===== config.mk =====
export PLATFORM = sky130hd
export DESIGN_NAME = muldiv_unit_flat
export DESIGN_NICKNAME = d
export VERILOG_FILES = /design/src/rtl/muldiv_unit_if.sv /design/src/rtl/muldiv_unit.sv /design/src/flat_wrapper.sv
export SDC_FILE = /design/constraint.sdc
export NUM_CORES = 1
export LEC_CHECK = 0
export CAP_MARGIN = 20
export CORE_MARGIN = 5
export CORE_UTILIZATION = 50
export CTS_CLUSTER_DIAMETER = 50
export DETAILED_ROUTE_END_ITERATION = 10
export HOLD_SLACK_MARGIN = 0.12
export PLACE_DENSITY_LB_ADDON = 0.1
export REMOVE_ABC_BUFFERS = 1
export SLEW_MARGIN = 20
export SYNTH_ARGS = -nofsm -noshare
export SYNTH_HDL_FRONTEND = slang
export SYNTH_SLANG_ARGS = --single-unit

===== constraint.sdc =====
create_clock -name clk -period 4.4 [get_ports clk]
set_input_delay 1.1 -clock clk [delete_from_list [all_inputs] [get_ports clk]]
set_output_delay 1.1 -clock clk [all_outputs]
set_load 0.02 [all_outputs]

===== src/rtl/muldiv_unit_if.sv =====
// Handshake and HI/LO bus between the pipeline and the iterative multiply/divide unit.
interface muldiv_unit_if #(
  parameter int unsigned WIDTH = 32
);
  logic             start;
  logic             op;
  logic             sign;
  logic             annul;
  logic [WIDTH-1:0] a;
  logic [WIDTH-1:0] b;
  logic             hi_we;
  logic             lo_we;
  logic [WIDTH-1:0] hi_wdata;
  logic [WIDTH-1:0] lo_wdata;
  logic             busy;
  logic             done;
  logic             div_by_zero;
  logic [WIDTH-1:0] hi;
  logic [WIDTH-1:0] lo;

  modport master (
    output start, op, sign, annul, a, b, hi_we, lo_we, hi_wdata, lo_wdata,
    input  busy, done, div_by_zero, hi, lo
  );

  modport slave (
    input  start, op, sign, annul, a, b, hi_we, lo_we, hi_wdata, lo_wdata,
    output busy, done, div_by_zero, hi, lo
  );
endinterface


===== src/rtl/muldiv_unit.sv =====
// Iterative restoring divider and shift-add multiplier feeding architectural HI/LO.
// Define MULDIV_FAST_MUL_EN for a single-cycle combinational multiply instead.
module muldiv_unit #(
  parameter int unsigned WIDTH = 32
) (
  input logic           clk,
  input logic           rst,
  muldiv_unit_if.slave  bus
);
  localparam int unsigned CW = $clog2(WIDTH);

  localparam logic [1:0] S_IDLE = 2'd0;
  localparam logic [1:0] S_MUL  = 2'd1;
  localparam logic [1:0] S_DIV  = 2'd2;

  logic [1:0]         r_state, w_state_nx;
  logic [CW-1:0]      r_cnt;
  logic [WIDTH-1:0]   r_rem, r_quo, r_dvs, r_a, r_hi, r_lo;
  logic               r_neg_q, r_neg_r, r_dbz, r_busy, r_done, r_dbz_o;

  logic               w_neg_a, w_neg_b, w_go, w_last;
  logic [WIDTH-1:0]   w_mag_a, w_mag_b, w_rem_nx, w_quo_nx;
  logic [WIDTH:0]     w_trial, w_sum;
  logic [2*WIDTH-1:0] w_prod, w_prod_s;

  assign w_neg_a = bus.sign & bus.a[WIDTH-1];
  assign w_neg_b = bus.sign & bus.b[WIDTH-1];
  assign w_mag_a = w_neg_a ? -bus.a : bus.a;
  assign w_mag_b = w_neg_b ? -bus.b : bus.b;
  assign w_go    = bus.start & ~bus.annul;
  assign w_last  = (r_cnt == CW'(WIDTH - 1));

  // Divide: r_rem is the partial remainder, r_quo shifts dividend out / quotient in.
  // Multiply: r_rem is the upper accumulator, r_quo shifts multiplier out / product in.
  assign w_trial = {r_rem, r_quo[WIDTH-1]} - {1'b0, r_dvs};
  assign w_sum   = {1'b0, r_rem} + (r_quo[0] ? {1'b0, r_dvs} : {(WIDTH+1){1'b0}});

  always_comb begin
    w_rem_nx = r_rem;
    w_quo_nx = r_quo;
    if (r_state == S_DIV) begin
      if (!w_trial[WIDTH]) begin
        w_rem_nx = w_trial[WIDTH-1:0];
        w_quo_nx = {r_quo[WIDTH-2:0], 1'b1};
      end else begin
        w_rem_nx = {r_rem[WIDTH-2:0], r_quo[WIDTH-1]};
        w_quo_nx = {r_quo[WIDTH-2:0], 1'b0};
      end
    end else if (r_state == S_MUL) begin
      w_rem_nx = w_sum[WIDTH:1];
      w_quo_nx = {w_sum[0], r_quo[WIDTH-1:1]};
    end
  end

  assign w_prod   = {w_rem_nx, w_quo_nx};
  assign w_prod_s = r_neg_q ? -w_prod : w_prod;

`ifdef MULDIV_FAST_MUL_EN
  logic [2*WIDTH-1:0] w_fprod, w_fres;
  assign w_fprod = {{WIDTH{1'b0}}, w_mag_a} * {{WIDTH{1'b0}}, w_mag_b};
  assign w_fres  = (w_neg_a ^ w_neg_b) ? -w_fprod : w_fprod;
`endif

  always_ff @(posedge clk) begin
    if (rst) r_state <= S_IDLE;
    else     r_state <= w_state_nx;
  end

  always_comb begin
    w_state_nx = r_state;
    case (r_state)
      S_IDLE: begin
        if (w_go) begin
          if (bus.op) w_state_nx = S_DIV;
`ifndef MULDIV_FAST_MUL_EN
          else        w_state_nx = S_MUL;
`endif
        end
      end
      S_MUL, S_DIV: if (bus.annul || w_last) w_state_nx = S_IDLE;
      default: w_state_nx = S_IDLE;
    endcase
  end

  // Operand latch, iteration and HI/LO update.
  always_ff @(posedge clk) begin
    if (rst) begin
      r_cnt   <= '0;
      r_rem   <= '0;
      r_quo   <= '0;
      r_dvs   <= '0;
      r_a     <= '0;
      r_hi    <= '0;
      r_lo    <= '0;
      r_neg_q <= 1'b0;
      r_neg_r <= 1'b0;
      r_dbz   <= 1'b0;
      r_busy  <= 1'b0;
      r_done  <= 1'b0;
      r_dbz_o <= 1'b0;
    end else begin
      r_done  <= 1'b0;
      r_dbz_o <= 1'b0;
      r_busy  <= (w_state_nx != S_IDLE);
      if (r_state == S_IDLE) begin
        r_cnt <= '0;
        if (bus.hi_we) r_hi <= bus.hi_wdata;
        if (bus.lo_we) r_lo <= bus.lo_wdata;
        if (w_go) begin
          r_neg_q <= w_neg_a ^ w_neg_b;
          r_neg_r <= w_neg_a;
          r_dbz   <= bus.op && (bus.b == '0);
          r_a     <= bus.a;
          r_rem   <= '0;
          r_quo   <= bus.op ? w_mag_a : w_mag_b;
          r_dvs   <= bus.op ? w_mag_b : w_mag_a;
`ifdef MULDIV_FAST_MUL_EN
          if (!bus.op) begin
            {r_hi, r_lo} <= w_fres;
            r_done       <= 1'b1;
          end
`endif
        end
      end else if (bus.annul) begin
        r_cnt <= '0;
      end else begin
        r_cnt <= r_cnt + CW'(1);
        r_rem <= w_rem_nx;
        r_quo <= w_quo_nx;
        if (w_last) begin
          r_done <= 1'b1;
          if (r_state == S_DIV) begin
            if (r_dbz) begin
              r_hi    <= r_a;
              r_lo    <= '1;
              r_dbz_o <= 1'b1;
            end else begin
              r_hi <= r_neg_r ? -w_rem_nx : w_rem_nx;
              r_lo <= r_neg_q ? -w_quo_nx : w_quo_nx;
            end
          end else begin
            {r_hi, r_lo} <= w_prod_s;
          end
        end
      end
    end
  end

  assign bus.busy        = r_busy;
  assign bus.done        = r_done;
  assign bus.div_by_zero = r_dbz_o;
  assign bus.hi          = r_hi;
  assign bus.lo          = r_lo;
endmodule


===== src/flat_wrapper.sv =====
// flat-port wrapper written by rule: the top's interface ports become plain ports
module muldiv_unit_flat 
#(
  parameter int unsigned WIDTH = 32
)
  (clk, rst, bus_start, bus_op, bus_sign, bus_annul, bus_a, bus_b, bus_hi_we, bus_lo_we, bus_hi_wdata, bus_lo_wdata, bus_busy, bus_done, bus_div_by_zero, bus_hi, bus_lo);
  muldiv_unit_if #(.WIDTH(WIDTH)) bus_i ();
  input logic clk;
  input logic rst;
  input wire logic [$bits(bus_i.start)-1:0] bus_start;
  input wire logic [$bits(bus_i.op)-1:0] bus_op;
  input wire logic [$bits(bus_i.sign)-1:0] bus_sign;
  input wire logic [$bits(bus_i.annul)-1:0] bus_annul;
  input wire logic [$bits(bus_i.a)-1:0] bus_a;
  input wire logic [$bits(bus_i.b)-1:0] bus_b;
  input wire logic [$bits(bus_i.hi_we)-1:0] bus_hi_we;
  input wire logic [$bits(bus_i.lo_we)-1:0] bus_lo_we;
  input wire logic [$bits(bus_i.hi_wdata)-1:0] bus_hi_wdata;
  input wire logic [$bits(bus_i.lo_wdata)-1:0] bus_lo_wdata;
  output wire logic [$bits(bus_i.busy)-1:0] bus_busy;
  output wire logic [$bits(bus_i.done)-1:0] bus_done;
  output wire logic [$bits(bus_i.div_by_zero)-1:0] bus_div_by_zero;
  output wire logic [$bits(bus_i.hi)-1:0] bus_hi;
  output wire logic [$bits(bus_i.lo)-1:0] bus_lo;
  assign bus_i.start = bus_start;
  assign bus_i.op = bus_op;
  assign bus_i.sign = bus_sign;
  assign bus_i.annul = bus_annul;
  assign bus_i.a = bus_a;
  assign bus_i.b = bus_b;
  assign bus_i.hi_we = bus_hi_we;
  assign bus_i.lo_we = bus_lo_we;
  assign bus_i.hi_wdata = bus_hi_wdata;
  assign bus_i.lo_wdata = bus_lo_wdata;
  assign bus_busy = bus_i.busy;
  assign bus_done = bus_i.done;
  assign bus_div_by_zero = bus_i.div_by_zero;
  assign bus_hi = bus_i.hi;
  assign bus_lo = bus_i.lo;
  muldiv_unit #(.WIDTH(WIDTH)) u_core (.clk(clk), .rst(rst), .bus(bus_i));
endmodule

Word-level counts from Yosys, hierarchy flattened. Index checks and enable logic that the tools add are counted.

Output and inout bits: 67. Bits in registers: 205. Logic and storage cells: 87. Input port bits: 136.

Equal/unequal tests: 7. Mux-type cells: 38. Reductions and logical operators: 13. Bitwise gates (word level): 7. $add $sub $neg: 8.

Operator list (number): 2-to-1 mux 32 bit (30); negation 32 bit (4); 2-to-1 mux 64 bit (1); negation 64 bit (1); adder 32 x 33 -> 33 bit (1); subtractor 33 x 32 -> 33 bit (1); zero test 32 bit (1); 2-to-1 mux 2 bit (3); AND reduction 3 bit (2); adder 5 x 1 -> 5 bit, second input constant (1); == test 5 bit, second input constant (1); OR reduction 5 bit (1); != test 2 x 1 -> 1 bit, second input constant (2); != test 2 bit, second input constant (2); one-hot mux 2 bit (2 select lines) (1); AND reduction 2 bit (2); nonzero test 2 bit (2); bitwise AND 1 bit (3); 2-to-1 mux 1 bit (3); inverter 1 bit (3); OR reduction 3 bit (1); == test 2 x 1 -> 1 bit, second input constant (1); == test 2 bit, second input constant (1); zero test 2 bit (1); other kinds (4) (4).

Depth between registers and ports, before layout.
Word-level depth: 11. Depth in mapped cells: 23. Gate-level depth less buffers: 23.

Least setup slack after synthesis. Ideal clock, no wire load.

Path kind: register -> register. Start: reg u_core.r_quo[31]. End: reg u_core.r_hi[22] (netlist: u_core.bus.hi[22]). Buffers on the path: 2. Arrival time: 4.607 ns. Slack: -0.338 ns. Stages on the path, launching flop included: 22. Setup time: 0.132 ns. Data required time: 4.268 ns. Clock period less this slack: 4.738 ns. Path through: dfxtp_1 -> inv_1 -> ha_1 -> fa_1 -> nand2b_1 -> a211oi_2 -> o211ai_2 -> a21bo_4 -> a21oi_2 -> buf_2 -> clkbuf_1 -> or3_1 -> a31oi_1 -> inv_1 -> ha_1 -> o31ai_1 -> nor3_2 -> nand4_1 -> o31ai_1 -> mux2_2 -> a221oi_1 -> o21ai_0.

Cells in the longest elaborated chain, start to end: 10. Elaborated cells between the ends (all ways): 15. Those cells by class: add/sub: 3; mux: 12.

RTL lines: start: declaration (line muldiv_unit.sv:18) `logic [WIDTH-1:0] r_rem, r_quo, r_dvs, r_a, r_hi, r_lo;`; start signal: assignment (line muldiv_unit.sv:115) `r_quo <= bus.op ? w_mag_a : w_mag_b;`; start signal: assignment (line muldiv_unit.sv:129) `r_quo <= w_quo_nx;`; subtractor 33 x 32 -> 33 bit (line muldiv_unit.sv:35) `assign w_trial = {r_rem, r_quo[WIDTH-1]} - {1'b0, r_dvs};`; 2-to-1 mux 32 bit (line muldiv_unit.sv:42) `if (!w_trial[WIDTH]) begin`; 2-to-1 mux 32 bit (line muldiv_unit.sv:41) `if (r_state == S_DIV) begin`; negation 32 bit (line muldiv_unit.sv:138) `r_hi <= r_neg_r ? -w_rem_nx : w_rem_nx;`; 2-to-1 mux 32 bit (line muldiv_unit.sv:138); 2-to-1 mux 32 bit (line muldiv_unit.sv:133) `if (r_dbz) begin`; 2-to-1 mux 32 bit (*) (line muldiv_unit.sv:132) `if (r_state == S_DIV) begin`; 2-to-1 mux 32 bit (*) (line muldiv_unit.sv:130) `if (w_last) begin`; 2-to-1 mux 32 bit (*) (line muldiv_unit.sv:124) `end else if (bus.annul) begin`; 2-to-1 mux 32 bit (*) (line muldiv_unit.sv:105) `if (r_state == S_IDLE) begin`; end signal: assignment (line muldiv_unit.sv:107) `if (bus.hi_we) r_hi <= bus.hi_wdata;`; end signal: assignment (line muldiv_unit.sv:134) `r_hi <= r_a;`; end signal: assignment (line muldiv_unit.sv:138); end: declaration (line muldiv_unit.sv:18).

Mark *: on every way between the ends. The rest lies on a longest branch, timed or not. The select of a mux whose other input is x is not followed. A chain may end at the register's enable or synchronous reset.

Worst setup path after layout.
Start: reg u_core.r_quo[0]. End: reg u_core.r_hi[26] (netlist: u_core.bus.hi[26]).

Cells in the longest elaborated chain, start to end: 11. Elaborated cells between the ends (all ways): 15. Those cells by class: add/sub: 3; mux: 12.

RTL lines: 2-to-1 mux 32 bit (line muldiv_unit.sv:36) `assign w_sum = {1'b0, r_rem} + (r_quo[0] ? {1'b0, r_dvs} : {(WIDTH+1){1'b0}});`; adder 32 x 33 -> 33 bit (line muldiv_unit.sv:36); 2-to-1 mux 32 bit (line muldiv_unit.sv:49) `end else if (r_state == S_MUL) begin`; 2-to-1 mux 32 bit (line muldiv_unit.sv:41); negation 32 bit (line muldiv_unit.sv:138); 2-to-1 mux 32 bit (line muldiv_unit.sv:138); 2-to-1 mux 32 bit (line muldiv_unit.sv:133); 2-to-1 mux 32 bit (*) (line muldiv_unit.sv:132); 2-to-1 mux 32 bit (*) (line muldiv_unit.sv:130); 2-to-1 mux 32 bit (*) (line muldiv_unit.sv:124); 2-to-1 mux 32 bit (*) (line muldiv_unit.sv:105).

Marked as above.

==> qor.txt <==
OUTCOME
-------------------------------------------------------------------------------
Run status ....................................................... finished with violations
Failing checks ................................................... negative setup slack

GLOBAL ROUTE
-------------------------------------------------------------------------------
Maximum number of pins on one net before global-route repair .....           71
Final global-route overflow total ................................            0
Total GRT Usage ..................................................       0.3986
Initial antenna violation count ..................................            1
Vias in the first global route ...................................        23630
Wire length of the first global-routing pass .....................     131.3 mm

SYNTHESIS
-------------------------------------------------------------------------------
Flip-flop cell with the highest count after synthesis ............      dfxtp_1
Sequential-to-total area share from yosys stat ...................       0.2194
Dominant combinational cell family by area after synthesis ....... compound AO/OA/AOI/OAI gates
Number of flops mapped to enable cells by yosys ..................            0
Number of instances in the synthesized netlist ...................         2625
Per-instance average area after synthesis ........................    7.125 µm²
Xor/xnor cell area share of the yosys netlist ....................      0.07679
FF+latch count, synth ............................................          205
Yosys synthesis warning count ....................................            0
Unique masters post-synth ........................................           95
Simple logic cell fraction of the synthesized area ...............       0.2404
Multiplexer share of the synthesized area ........................      0.03746
Compound-cell area share of the yosys netlist ....................       0.3221
Post-Synthesis Cell Area .........................................    18700 µm²
Synthesized-area fraction occupied by adder cells ................      0.05164
Fraction of registers with async set/reset .......................            0

CLOCK TREE
-------------------------------------------------------------------------------
Root Buffer ......................................................    clkbuf_16
Hold-fix buffers, CTS ............................................            0
Clock buffers created by TritonCTS ...............................           30
CTS H-Tree Depth .................................................            1
TritonCTS clock tree .............................................         done
Clock slew at reported path FFs ..................................        50 ps
Clock net sink count .............................................          205
Insertion delay of the later-clocked pin in the worst-skew pair ..       590 ps
Clock buffer depth ...............................................            3

FLOORPLANNING
-------------------------------------------------------------------------------
Initial core utilization .........................................       0.5085
Row count ........................................................           70
Floorplan Core Area ..............................................    36790 µm²
Overall die height ...............................................     203.4 µm
Total die area ...................................................    41380 µm²
Horizontal die dimension .........................................     203.4 µm
Count of boundary I/O pins .......................................          203

DRT
-------------------------------------------------------------------------------
Remaining DRCs ...................................................            0
Routed vias ......................................................        24080
Post-detailed-route count of antenna-violating nets ..............            0
Mean routed wirelength per cell ..................................     23.49 µm
Starting DRT DRC Count ...........................................         2847
Detailed-route vias per instance .................................        6.424
Wire length reported by the detailed router ......................     88.03 mm
Iteration count of the initial detailed-routing pass .............            8

POWER
-------------------------------------------------------------------------------
Power Dens Cells ................................................. 266.2 nW/µm²
Reported leakage power ...........................................     11.20 nW
Design Power .....................................................     7.305 mW
Worst IR drop on VDD .............................................  0.0003646 V

WORST SETUP PATH
-------------------------------------------------------------------------------
Critical path's top delay family ................................. compound AO/OA/AOI/OAI gates
Cell type with the highest occurrence count on the critical path .        buf_4
Critical Path Start .............................................. u_core.r_quo[0]
Arrival time of data at the critical path endpoint ...............      5200 ps
WS Path Type ..................................................... flip-flop to flip-flop
Critical path's slowest cell .....................................        or4_4
Kind of launch point of the worst setup path .....................    flip-flop
Crit path buffers/inverters ......................................            7
Type of destination of the critical path .........................    flip-flop
Max stage delay on crit path .....................................       510 ps
Required time of the critical path ...............................      4880 ps
Worst R2R Start .................................................. u_core.r_quo[0]
Cell-by-cell listing of the critical path ........................ buf_12, buf_12, and2_4, ha_4, buf_4, a21oi_2, o21ai_1, a21oi_2, and2_4, buf_4, a221oi_1, o41ai_2, buf_4, a221oi_4, buf_4, or4_4, nand4b_4, buf_12, o41ai_4, xnor2_1, o221ai_1, a211oi_1
Critical path fanouts, max .......................................            8

PLACED DESIGN
-------------------------------------------------------------------------------
Detailed-placement wirelength estimate ...........................     66.13 mm
Count of buffers inserted at the top-level ports .................          202
Routability-driven placement congestion ratio ....................        1.059

STA
-------------------------------------------------------------------------------
Post-route minimum period ........................................      4717 ps
Final count of negative-setup-slack endpoints ....................           15
RSZ-0062 raised after global routing .............................         true
Transition at the pin with the smallest max-transition slack .....      1188 ps
Final sum of negative setup slack ................................     -2601 ps
Max Fclk .........................................................    212.0 MHz
Final worst setup slack ..........................................    -316.7 ps
Max-Slew Margin vs Limit .........................................       0.2052
Final hold violations ............................................            0
Final Max Slew Viols .............................................            0
Fin crit share ...................................................        1.072
Worst clock skew on the final layout .............................     20.13 ps

FINISH
-------------------------------------------------------------------------------
Multi-input logic area ...........................................    14970 µm²
Layout area overhead .............................................       46.72%
Ant diodes .......................................................            0
Filler cell count ................................................         2848
Share of cells above drive strength 1 ............................       0.2680
Register area ....................................................     4121 µm²
Final Net Count ..................................................         3474
Most used cells in the layout excluding fill and tap cells ....... 556 x buf_4, 356 x nand2_1, 242 x a21oi_1
Commonest non-fill, non-tap cell in the layout ...................        buf_4

JOB
-------------------------------------------------------------------------------
Reported max-cap violation count .................................            0

WORST HOLD PATH
-------------------------------------------------------------------------------
Class of the tightest hold or removal check ...................... flip-flop to flip-flop
Launch instance of the worst min-delay path ...................... u_core.bus.lo[31]

synthesized netlist by cell type, types with 12 or more instances:
| master | count | area, µm² |
|---|---|---|
| or2_2 | 14 | 87.58 |
| and2_1 | 52 | 325.3 |
| xor2_1 | 80 | 700.7 |
| nor2_1 | 199 | 747.0 |
| nand4_1 | 32 | 200.2 |
| nand3_1 | 42 | 210.2 |
| o21a_1 | 22 | 165.2 |
| mux2i_1 | 52 | 520.5 |
| a21o_1 | 34 | 255.2 |
| o31ai_1 | 34 | 255.2 |
| a21oi_1 | 272 | 1361 |
| a31oi_1 | 28 | 175.2 |
| buf_1 | 22 | 82.58 |
| o21ai_0 | 182 | 910.9 |
| ha_1 | 74 | 925.9 |
| a221oi_1 | 12 | 105.1 |
| clkbuf_1 | 141 | 529.3 |
| inv_1 | 73 | 274.0 |
| or4_1 | 12 | 90.09 |
| o221ai_1 | 36 | 315.3 |
| a211oi_1 | 67 | 503.0 |
| o21bai_1 | 12 | 90.09 |
| nand2_1 | 365 | 1370 |
| and3_1 | 17 | 106.4 |
| nor4_1 | 32 | 200.2 |
| nor3_1 | 63 | 315.3 |
| dfxtp_1 | 205 | 4104 |
| mux2_2 | 16 | 180.2 |
| or3_1 | 42 | 262.8 |
| xnor2_1 | 84 | 735.7 |
| nor2b_1 | 15 | 93.84 |
| nand2b_1 | 21 | 131.4 |
| o41ai_1 | 13 | 113.9 |
| o211ai_1 | 72 | 540.5 |
| a22o_1 | 23 | 201.4 |
stage by stage:
step | setup slack, ps | utilization | cell area [µm²] | instances | hold slack, ps
after floorplan | -2766 | - | 18010 | 2449 | 417.9
final | -316.7 | 0.7460 | 27440 | 3748 | 443.2
after global placement | -819.6 | 0.6682 | 24580 | 3629 | 431.6
after global routing | -442.9 | 0.7460 | 27440 | 3748 | 474.8
after CTS | -224.2 | 0.7300 | 26850 | 3728 | 443.9
after detailed placement | -809.8 | 0.6682 | 24580 | 3629 | 434.1
layout make-up:
class / count / share of cell area
repair buffers: 780 / 0.2375
multi-input cells: 2171 / 0.5453
clock buffers: 39 / 0.03082
flip-flops and latches: 205 / 0.1502
clock inverters: 11 / 0.004605
well taps: 468 / 0.02134
inverters: 74 / 0.01021
flip-flops by register name, indices dropped and copies added (netlist names):
register	cells
u_core.r_neg_r	1
u_core.r_state	2
u_core.r_dbz	1
u_core.r_rem	32
u_core.bus.lo	32
u_core.bus.hi	32
u_core.r_dvs	32
u_core.r_quo	32
u_core.bus.div_by_zero	1
u_core.r_a	32
u_core.bus.done	1
u_core.r_neg_q	1
u_core.r_cnt	5
u_core.bus.busy	1
logic make-up after synthesis:
group           count (synthesis)
compound gates                918
xor+xnor                      164
fa+ha+maj                      76
buf+inv                       250
flops                         205
mux                            68
simple gates                  944
metal layers:
metal / vias up / wire, µm / part of all wire / track usage
met2: 1510 / 40030 / 0.45 / 0.6681
li1: 10960 / - / - / -
met5: - / 11 / 0.00012 / 0
met4: 2 / 5456 / 0.062 / 0.2062
met1: 11230 / 33500 / 0.38 / 0.4836
met3: 375 / 9034 / 0.10 / 0.08253
worst reg2reg max path, cell delays in order, from the launching register on:
cell	delay [ps]
dfxtp_4	350
buf_12	150
buf_12	150
and2_4	160
ha_4	250
buf_4	160
a21oi_2	150
o21ai_1	110
a21oi_2	170
and2_4	180
buf_4	100
a221oi_1	100
o41ai_2	360
buf_4	190
a221oi_4	60
buf_4	150
or4_4	510
nand4b_4	260
buf_12	180
o41ai_4	350
xnor2_1	150
o221ai_1	130
a211oi_1	260
report_power, final:
group          switching, mW  internal [mW]  total (mW)
combinational           1.58           1.24        2.82
clock                  0.954           1.46        2.41
sequential            0.0983           1.97        2.07
final timing paths:
path | end | slack, ps | cells past startpoint
max reg2reg | u_core.bus.hi[26] | -320 | 22
min reg2reg | u_core.bus.lo[31] | 440 | 2
max | u_core.bus.hi[26] | -320 | 22
min | u_core.bus.lo[31] | 440 | 2
timing repair:
item,4_1_cts,5_1_grt
setup endpoints to repair,36,40
pin swaps,75,49
gates cloned,2,0
setup buffers,47,22
resized for setup,195,93
No activity file was read; power rests on OpenSTA's default activity.
